$ cat src/rtl/coin_feeder_if.sv
// Coin-insert bus between a batch requester and the coin feeder.
// The requester also returns the coffee machine's Mealy coffee output.
interface coin_feeder_if;
  logic       start;
  logic [3:0] cnt10;
  logic [3:0] cnt01;
  logic       coffee;
  logic       insert;
  logic [1:0] coins;
  logic       busy;
  logic       done;
  logic [4:0] coffee_count;

  modport master (
    output start, cnt10, cnt01, coffee,
    input  insert, coins, busy, done, coffee_count
  );

  modport slave (
    input  start, cnt10, cnt01, coffee,
    output insert, coins, busy, done, coffee_count
  );
endinterface

$ cat src/rtl/coin_feeder.sv
// Replays a batch of code-10 then code-01 coins as clean insert pulses
// to the coffee machine and counts the coffees it hands back.
module coin_feeder #(
  parameter int PULSE_CYCLES = 2,
  parameter int GAP_CYCLES   = 2
) (
  input  logic          clk,
  input  logic          reset,
  coin_feeder_if.slave  bus
);

  typedef enum logic [2:0] {
    S_IDLE,
    S_SETUP,
    S_HIGH,
    S_GAP,
    S_DONE
  } state_t;

  localparam int MAX_CYC = (PULSE_CYCLES > GAP_CYCLES) ? PULSE_CYCLES : GAP_CYCLES;
  localparam int PW      = $clog2(MAX_CYC + 1);
  localparam logic [PW-1:0] PULSE_LAST = PW'(PULSE_CYCLES - 1);
  localparam logic [PW-1:0] GAP_LAST   = PW'(GAP_CYCLES - 1);

  state_t        state_reg,  state_next;
  logic [PW-1:0] phase_reg,  phase_next;
  logic [3:0]    r10_reg,    r10_next;
  logic [3:0]    r01_reg,    r01_next;
  logic          send10_reg, send10_next;
  logic          insert_reg, insert_next;
  logic [1:0]    coins_reg,  coins_next;
  logic          busy_reg,   busy_next;
  logic          done_reg,   done_next;
  logic [4:0]    count_reg,  count_next;

  always_ff @(posedge clk) begin
    if (reset) begin
      state_reg  <= S_IDLE;
      phase_reg  <= '0;
      r10_reg    <= '0;
      r01_reg    <= '0;
      send10_reg <= 1'b0;
      insert_reg <= 1'b0;
      coins_reg  <= 2'b00;
      busy_reg   <= 1'b0;
      done_reg   <= 1'b0;
      count_reg  <= '0;
    end else begin
      state_reg  <= state_next;
      phase_reg  <= phase_next;
      r10_reg    <= r10_next;
      r01_reg    <= r01_next;
      send10_reg <= send10_next;
      insert_reg <= insert_next;
      coins_reg  <= coins_next;
      busy_reg   <= busy_next;
      done_reg   <= done_next;
      count_reg  <= count_next;
    end
  end

  always_comb begin
    state_next  = state_reg;
    phase_next  = phase_reg;
    r10_next    = r10_reg;
    r01_next    = r01_reg;
    send10_next = send10_reg;
    count_next  = count_reg;

    case (state_reg)
      S_IDLE: begin
        if (bus.start) begin
          r10_next   = bus.cnt10;
          r01_next   = bus.cnt01;
          count_next = '0;
          state_next = (bus.cnt10 == 4'd0 && bus.cnt01 == 4'd0) ? S_DONE : S_SETUP;
        end
      end
      S_SETUP: begin
        send10_next = (r10_reg != 4'd0);
        phase_next  = '0;
        state_next  = S_HIGH;
      end
      S_HIGH: begin
        // The machine's Mealy coffee is only meaningful right after the insert edge.
        if (phase_reg == '0 && bus.coffee) begin
          count_next = count_reg + 5'd1;
        end
        if (phase_reg == PULSE_LAST) begin
          phase_next = '0;
          state_next = S_GAP;
          if (send10_reg) begin
            r10_next = r10_reg - 4'd1;
          end else begin
            r01_next = r01_reg - 4'd1;
          end
        end else begin
          phase_next = phase_reg + PW'(1);
        end
      end
      S_GAP: begin
        if (phase_reg == GAP_LAST) begin
          phase_next = '0;
          state_next = (r10_reg != 4'd0 || r01_reg != 4'd0) ? S_SETUP : S_DONE;
        end else begin
          phase_next = phase_reg + PW'(1);
        end
      end
      S_DONE: begin
        state_next = S_IDLE;
      end
      default: begin
        state_next = S_IDLE;
      end
    endcase
  end

  // Outputs are registered from the next state so they are glitch-free at the machine.
  always_comb begin
    insert_next = (state_next == S_HIGH);
    busy_next   = (state_next == S_SETUP) || (state_next == S_HIGH) || (state_next == S_GAP);
    done_next   = (state_next == S_DONE);
    case (state_next)
      S_SETUP: coins_next = (r10_next != 4'd0) ? 2'b10 : 2'b01;
      S_HIGH:  coins_next = coins_reg;
      default: coins_next = 2'b00;
    endcase
  end

  assign bus.insert       = insert_reg;
  assign bus.coins        = coins_reg;
  assign bus.busy         = busy_reg;
  assign bus.done         = done_reg;
  assign bus.coffee_count = count_reg;

endmodule

$ cat src/flat_wrapper.sv
// flat-port wrapper written by rule: the top's interface ports become plain ports
module coin_feeder_flat 
#(
  parameter int PULSE_CYCLES = 2,
  parameter int GAP_CYCLES   = 2
)
  (clk, reset, bus_start, bus_cnt10, bus_cnt01, bus_coffee, bus_insert, bus_coins, bus_busy, bus_done, bus_coffee_count);
  coin_feeder_if bus_i ();
  input  logic clk;
  input  logic reset;
  input wire logic [$bits(bus_i.start)-1:0] bus_start;
  input wire logic [$bits(bus_i.cnt10)-1:0] bus_cnt10;
  input wire logic [$bits(bus_i.cnt01)-1:0] bus_cnt01;
  input wire logic [$bits(bus_i.coffee)-1:0] bus_coffee;
  output wire logic [$bits(bus_i.insert)-1:0] bus_insert;
  output wire logic [$bits(bus_i.coins)-1:0] bus_coins;
  output wire logic [$bits(bus_i.busy)-1:0] bus_busy;
  output wire logic [$bits(bus_i.done)-1:0] bus_done;
  output wire logic [$bits(bus_i.coffee_count)-1:0] bus_coffee_count;
  assign bus_i.start = bus_start;
  assign bus_i.cnt10 = bus_cnt10;
  assign bus_i.cnt01 = bus_cnt01;
  assign bus_i.coffee = bus_coffee;
  assign bus_insert = bus_i.insert;
  assign bus_coins = bus_i.coins;
  assign bus_busy = bus_i.busy;
  assign bus_done = bus_i.done;
  assign bus_coffee_count = bus_i.coffee_count;
  coin_feeder #(.PULSE_CYCLES(PULSE_CYCLES), .GAP_CYCLES(GAP_CYCLES)) u_core (.clk(clk), .reset(reset), .bus(bus_i));
endmodule
$ cat config.mk
export PLATFORM = sky130hd
export DESIGN_NAME = coin_feeder_flat
export DESIGN_NICKNAME = d
export VERILOG_FILES = /design/src/rtl/coin_feeder_if.sv /design/src/rtl/coin_feeder.sv /design/src/flat_wrapper.sv
export SDC_FILE = /design/constraint.sdc
export NUM_CORES = 1
export LEC_CHECK = 0
export ABC_AREA = 1
export BUFFER_PORTS_ARGS = -buffer_cell sky130_fd_sc_hd__buf_2
export CAP_MARGIN = 5
export CORE_MARGIN = 10
export CORE_UTILIZATION = 24
export CTS_BUF_LIST = sky130_fd_sc_hd__clkbuf_4
export CTS_CLUSTER_SIZE = 10
export DETAILED_ROUTE_END_ITERATION = 12
export GPL_TIMING_DRIVEN = 0
export PLACE_DENSITY = 0.46
export SYNTH_ARGS = -nofsm -noshare
export SYNTH_HDL_FRONTEND = slang
export SYNTH_SLANG_ARGS = --single-unit
$ cat constraint.sdc
create_clock -name clk -period 1.8 [get_ports clk]
set_input_delay 0.36 -clock clk [delete_from_list [all_inputs] [get_ports clk]]
set_output_delay 0.36 -clock clk [all_outputs]
set_load 0.02 [all_outputs]
==> results of run 1 <==
## final timing paths
kind                                                    endpoint  slack (ns)  cells after the start
worst max-delay path            u_core.bus.coins[1]$_SDFFE_PP0N_        0.31                     11
worst min-delay path              u_core.r01_reg[3]$_SDFFE_PP0P_        0.32                      3
worst max register to register  u_core.bus.coins[1]$_SDFFE_PP0N_        0.31                     11
worst min register to register  u_core.bus.coins[1]$_SDFFE_PP0N_        0.46                      2
## area by class of cell
| cell class | instances | area, um^2 | share of cell area, % |
|---|---|---|---|
| plain buffers | 2 | 15.0 | 0.898 |
| clock buffers | 3 | 22.5 | 1.35 |
| clock inverters | 1 | 30.0 | 1.80 |
| inverters | 35 | 133 | 7.93 |
| multi-input cells | 146 | 797 | 47.7 |
| flip-flops and latches | 24 | 480 | 28.7 |
| well taps | 75 | 93.8 | 5.61 |
| repair buffers | 20 | 100 | 5.99 |
## power by group through the flow
stage          combinational, W  clock [W]  sequential (W)
2_1_floorplan          0.000527          0        0.000710
3_3_place_gp           0.000728          0        0.000684
3_5_place_dp           0.000733          0        0.000685
4_1_cts                0.000736   0.000416        0.000673
5_1_grt                0.000834   0.000437        0.000682
6_report               0.000725   0.000401        0.000671
## routing by layer
layer / vias up / wire [um] / GRT usage (%)
met1: 584 / 1720 / 9.02
met3: 4 / 95 / 1.71
met5: - / 0 / 0
met2: 14 / 1540 / 12.3
met4: 0 / 27 / 2.04
li1: 707 / - / -
## synth_stat cells
cell,n
clkbuf_1,1
nor3b_1,2
inv_1,27
inv_2,7
nor2_4,1
o21bai_1,1
nand2_1,51
dfxtp_1,24
nor2_1,17
nand3_1,15
nand3_2,5
a21oi_1,14
nor3_4,1
a31oi_1,2
nand4_1,2
clkinv_2,1
o21ai_0,13
nand2_2,4
nor2_2,2
nor3_1,2
nand3_4,1
xor2_1,1
nand2_4,4
nand3b_1,1
a21oi_2,1
buf_6,1
o21ai_2,1
ha_1,5
## stage by stage
| step | area [um^2] | total power (W) | setup WS [ns] | hold WS, ns | utilization [%] |
|---|---|---|---|---|---|
| after CTS | 1670 | 0.00182 | 0.292 | 0.312 | 28.6 |
| after global placement | 1620 | 0.00141 | 0.138 | 0.435 | 27.7 |
| after floorplan | 1430 | 0.00124 | 0.521 | 0.466 | - |
| after detailed placement | 1620 | 0.00142 | 0.122 | 0.440 | 27.7 |
| after global routing | 1670 | 0.00195 | 0.137 | 0.340 | 28.6 |
| final | 1670 | 0.00180 | 0.310 | 0.323 | 28.6 |
## worst reg2reg max path: stages (launching register included)
cell     delay (ns)
dfxtp_1        0.35
inv_1          0.14
ha_1           0.17
nand2_1        0.05
nor2_1         0.20
nand2_1        0.08
nand2_1        0.10
nand2_1        0.09
nand3_2        0.09
inv_1          0.04
nand2_1        0.05
nand2_1        0.04
## kinds of logic after synthesis
| logic type | after synthesis |
|---|---|
| flops | 24 |
| simple gates | 108 |
| xor+xnor | 1 |
| buf+inv | 37 |
| fa+ha+maj | 5 |
| compound gates | 32 |
==> metrics.csv, run 1 <==
metric,value,unit
Crit Path Category,reg2reg,
global-route wire length before repair,5930,um
Layout fillers,657,
vias in the first global route,1346,
Syn Std Cell Area,1430,um^2
clk_lat worst skew,0.32,ns
sw frac,39.9,%
"most common cell after layout, fill and taps aside",nand2_1,
most frequent cells in the layout,"nand2_1, inv_1, dfxtp_1",
Crit path buffers/inverters,2,
Post-Route Setup TNS,0,ns
clock power share,22.3,%
MaxCap Viol Count,0,
internal cell power,0.00108,W
Static Leak,0.825,nW
Final nets,249,
CTS resizes,0,
largest cells by area after synthesis,"dfxtp_1, nand2_1, inv_1",
post-synthesis mux area share,0,%
Worst Path Required,2.04,ns
Layout area overhead,17.3,%
crit end category,register,
Hold Buf Count CTS,0,
Synth Area in Compound Gates,12.1,%
RSZ-0062 raised after global routing,no,
cell accounting for the most synthesized area,dfxtp_1,
CTS Sinks,24,
core box area,5850,um^2
Slew Limit Fails,0,
sequential share of the synthesized area,33.7,%
initial antenna violation count,0,
Mapped Cells,207,
Routability Congestion,0.816,
Hold WC Path Type,in2reg,
worst-path cell chain,inv_1 > ha_1 > nand2_1 > nor2_1 > nand2_1 > nand2_1 > nand2_1 > nand3_2 > inv_1 > nand2_1 > nand2_1,
PwrDens,1070,nW/um^2
layout cell share with drive strength beyond 1,22.9,%
endpoints failing setup,0,
"Net Count, Synth",224,
setup bufs post-CTS,0,
"Period Utilization, post-route",82.8,%
WL final,3380,um
Synth Area in Adders,4.39,%
Crit Path Max Fanout,5,
clock buffer depth,2,
# port buffers,20,
Layout Cells excl Fill,306,
Inst Count DP,302,
Slew @ Worst Pin,0.516,ns
Site Rows,28,
First-pass DRT Iterations,4,
part of the power in registers,37.4,%
Clock transition at path regs,0.14,ns
relative slew slack,65.6,%
hold wc startpoint,bus_cnt01[3],
drt initial violations,40,
Simple-Gate Fraction of Synth Area,38.8,%
net switching power,0.000717,W
outcome,"complete, no violations",
Vias,1309,
H-tree Lvls,1,
max frequency,671,MHz
minimum clock period,1.49,ns
Post-Synth XOR/XNOR Area,0.615,%
largest net degree at the start of global routing,15,
largest family of logic cells by synthesized area,simple AND/OR/NAND/NOR gates,
TritonCTS clock tree,built,
Max stage delay on crit path,0.35,ns
Starting Density,24.4,%
crit path from,u_core.r10_reg[0]$_SDFF_PP0_,
Worst path most repeated cell,nand2_1,
Worst Setup Start Kind,register,
CP max stage cell,dfxtp_1,
Worst Clk Skew,0.00103,ns
post-synth top area share,33.7,%
Die W,97.1,um
warnings from Yosys,0,
VDD IR-drop max,0.296,mV
Worst path top cell family by delay,simple AND/OR/NAND/NOR gates,
RR Startpoint,u_core.r10_reg[0]$_SDFF_PP0_,
#FFs+latches synth,24,
root buf cell,clkbuf_4,
DR WL/cell,11.0,um
crit path DAT,1.73,ns
# DRC,0,
die extent in y,97.1,um
max reg flops,5,
Antenna Nets Post-Route,0,
number of buffers created by CTS,3,
gr usage total,7.33,%
dpl hpwl,2760,um
die area,9420,um^2
synth unique cells,28,
GR Overflow Total,0,
Final Hold Viols,0,
"Avg Cell Area, Syn",6.88,um^2
# diodes,0,
combinational power share,40.3,%
io pins,22,
vias per inst,4.28,
Power figures use the tool's default switching activity.
==> run 2: changes to the inputs <==
--- a/config.mk
+++ b/config.mk
@@ -5,7 +5,7 @@
 export SDC_FILE = /design/constraint.sdc
 export NUM_CORES = 1
 export LEC_CHECK = 0
-export ABC_AREA = 1
+export ABC_AREA = 0
 export BUFFER_PORTS_ARGS = -buffer_cell sky130_fd_sc_hd__buf_2
 export CAP_MARGIN = 5
 export CORE_MARGIN = 10
@@ -14,7 +14,7 @@
 export CTS_CLUSTER_SIZE = 10
 export DETAILED_ROUTE_END_ITERATION = 12
 export GPL_TIMING_DRIVEN = 0
-export PLACE_DENSITY = 0.46
+export PLACE_DENSITY = 0.47
 export SYNTH_ARGS = -nofsm -noshare
 export SYNTH_HDL_FRONTEND = slang
 export SYNTH_SLANG_ARGS = --single-unit
==> constraint.sdc (replaced) <==
create_clock -name clk -period 1.4 [get_ports clk]
set_input_delay 0.28 -clock clk [delete_from_list [all_inputs] [get_ports clk]]
set_output_delay 0.28 -clock clk [all_outputs]
set_load 0.02 [all_outputs]
==> run 2 against run 1 <==
The run now ends with negative setup slack left. Final area is 8.1% higher. Clock power is 22% lower. Sequential share of layout area is 1.2 points lower. Critical path depth is 5 lower. Routed wire length is 2.0% higher. Utilization is 6.6 points higher. Cell count is 14% lower. Maximum frequency is 16% lower. Global-route usage is 0.71 points higher. Count of clock-buffer cells in the layout stayed put. Register-to-register slack worse by 0.67 ns. Critical path type unchanged. Critical endpoint is now u_core.bus.coins[0]$_SDFFE_PP0N_. Largest power group is now registers.
==> metrics.csv, run 2 <==
metric,value,unit
"Period Utilization, post-route",126,%
VDD IR-drop max,0.579,mV
Mapped Cells,152,
Crit Path Category,reg2reg,
async set or reset register ratio after synthesis,0,%
post-synth top area share,37.4,%
outcome,"finished, violations left",
final worst slack,-0.364,ns
Routability Congestion,0.803,
GR Overflow Total,0,
most frequent cells in the layout,"nor2_1, buf_2, dfxtp_1",
Inst Count DP,242,
warnings from Yosys,0,
crit path DAT,2.00,ns
Worst Setup Start Kind,register,
Static Leak,0.718,nW
relative slew slack,59.4,%
Layout Cells excl Fill,262,
largest cells by area after synthesis,"dfxtp_1, nor2_1, ha_1",
H-tree Lvls,1,
Final Hold Viols,0,
"most common cell after layout, fill and taps aside",nor2_1,
crit end category,register,
First-pass DRT Iterations,4,
number of buffers created by CTS,3,
initial antenna violation count,0,
cell accounting for the most synthesized area,dfxtp_1,
Site Rows,26,
#FFs+latches synth,24,
Crit Path Max Fanout,3,
root buf cell,clkbuf_4,
Hold WC Path Type,in2reg,
sequential share of the synthesized area,37.4,%
Worst Clk Skew,0.00480,ns
Slew Limit Fails,0,
Slew @ Worst Pin,0.609,ns
top_reg_cell synth,dfxtp_1,
# diodes,0,
Syn Std Cell Area,1280,um^2
Starting Density,25.0,%
Hold Buf Count CTS,0,
Post-synth top cells,"dfxtp_1, nor2_1, nand2_1, a21oi_1, inv_1",
gr usage total,8.04,%
MaxCap Viol Count,0,
# DRC,0,
endpoints failing setup,18,
die area,8680,um^2
largest net degree at the start of global routing,14,
drt initial violations,40,
Post-Route Setup TNS,-3.48,ns
violated checks,negative setup slack,
core box area,5140,um^2
Tot Pwr,0.00164,W
Layout area overhead,40.6,%
Worst Path Required,1.64,ns
Final Core Density,35.2,%
io pins,22,
Die W,93.2,um
Clock transition at path regs,0.13,ns
vias per inst,4.62,
CTS Sinks,24,
"Net Count, Synth",169,
minimum clock period,1.76,ns
PwrDens,910,nW/um^2
# port buffers,20,
Final nets,210,
Vias,1211,
max reg flops,5,
vias in the first global route,1236,
Antenna Nets Post-Route,0,
"EDFF count, synth",0,
max frequency,567,MHz
dpl hpwl,2440,um
die extent in y,93.2,um
synth unique cells,53,
DR WL/cell,13.2,um
RSZ-0062 raised after global routing,yes,
clk_lat worst skew,0.32,ns
WL final,3450,um
TritonCTS clock tree,built,
global-route wire length before repair,5780,um
layout cell share with drive strength beyond 1,43.2,%
"Avg Cell Area, Syn",8.45,um^2
clock buffer depth,2,
run 2: what timing repair did:
action                                  in CTS  in global routing
resized for setup                           16                 23
endpoints found under the setup margin      20                 21
setup buffers                               11                  7
pin swaps                                   10                 10
run 2: final cells by class:
type / instances / area, um^2
timing repair buffer: 37 / 243
sequential: 24 / 498
buffer: 4 / 23.8
clock inverter: 1 / 3.75
multi-input combinational: 117 / 906
clock buffer: 3 / 22.5
inverter: 6 / 22.5
tap: 70 / 87.6
fill: 564 / 3330
run 2: per-layer routing:
layer	part of all wire, %	track usage (%)	wire, um
met1	47	9.58	1620
met2	49	13.5	1680
met3	4.1	2.96	143
met4	0	1.67	0
met5	0	0	0
run 2: path summary, 6_finish.rpt:
kind	depth (start not counted)	from	slack [ns]	to
hold reg to reg	2	u_core.bus.coins[0]$_SDFFE_PP0N_	0.47	u_core.bus.coins[0]$_SDFFE_PP0N_
setup / recovery	6	u_core.phase_reg[1]$_SDFFE_PP0P_	-0.36	u_core.bus.coins[0]$_SDFFE_PP0N_
hold / removal	3	bus_cnt01[0]	0.31	u_core.r01_reg[0]$_SDFFE_PP0P_
setup reg to reg	6	u_core.phase_reg[1]$_SDFFE_PP0P_	-0.36	u_core.bus.coins[0]$_SDFFE_PP0N_
run 2: where the power goes:
part / internal, W / switching [W] / total, W
sequential: 0.000730 / 0.0000523 / 0.000783
combinational: 0.000269 / 0.000279 / 0.000547
clock: 0.000105 / 0.000209 / 0.000314
run 2: metrics by stage:
| step | area (um^2) | setup WS (ns) | hold slack (ns) |
|---|---|---|---|
| after floorplan | 1320 | -0.353 | 0.427 |
| after global placement | 1500 | -0.612 | 0.438 |
| after detailed placement | 1500 | -0.568 | 0.433 |
| after CTS | 1680 | -0.362 | 0.295 |
| after global routing | 1810 | -0.498 | 0.305 |
| final | 1810 | -0.364 | 0.309 |
run 2: cell families after synthesis:
family,synth area share [%]
simple gates,30.1
compound gates,19.1
flops,37.4
buf+inv,4.19
fa+ha+maj,4.87
xor+xnor,2.73
mux,1.66
run 2: critical path, cell delays in order (launching register included):
cell and delay, ns:
dfxtp_2 0.34, nand3b_1 0.22, nor4_2 0.18, mux2_2 0.37, a21oi_2 0.17, nand4_1 0.18, o41ai_2 0.23
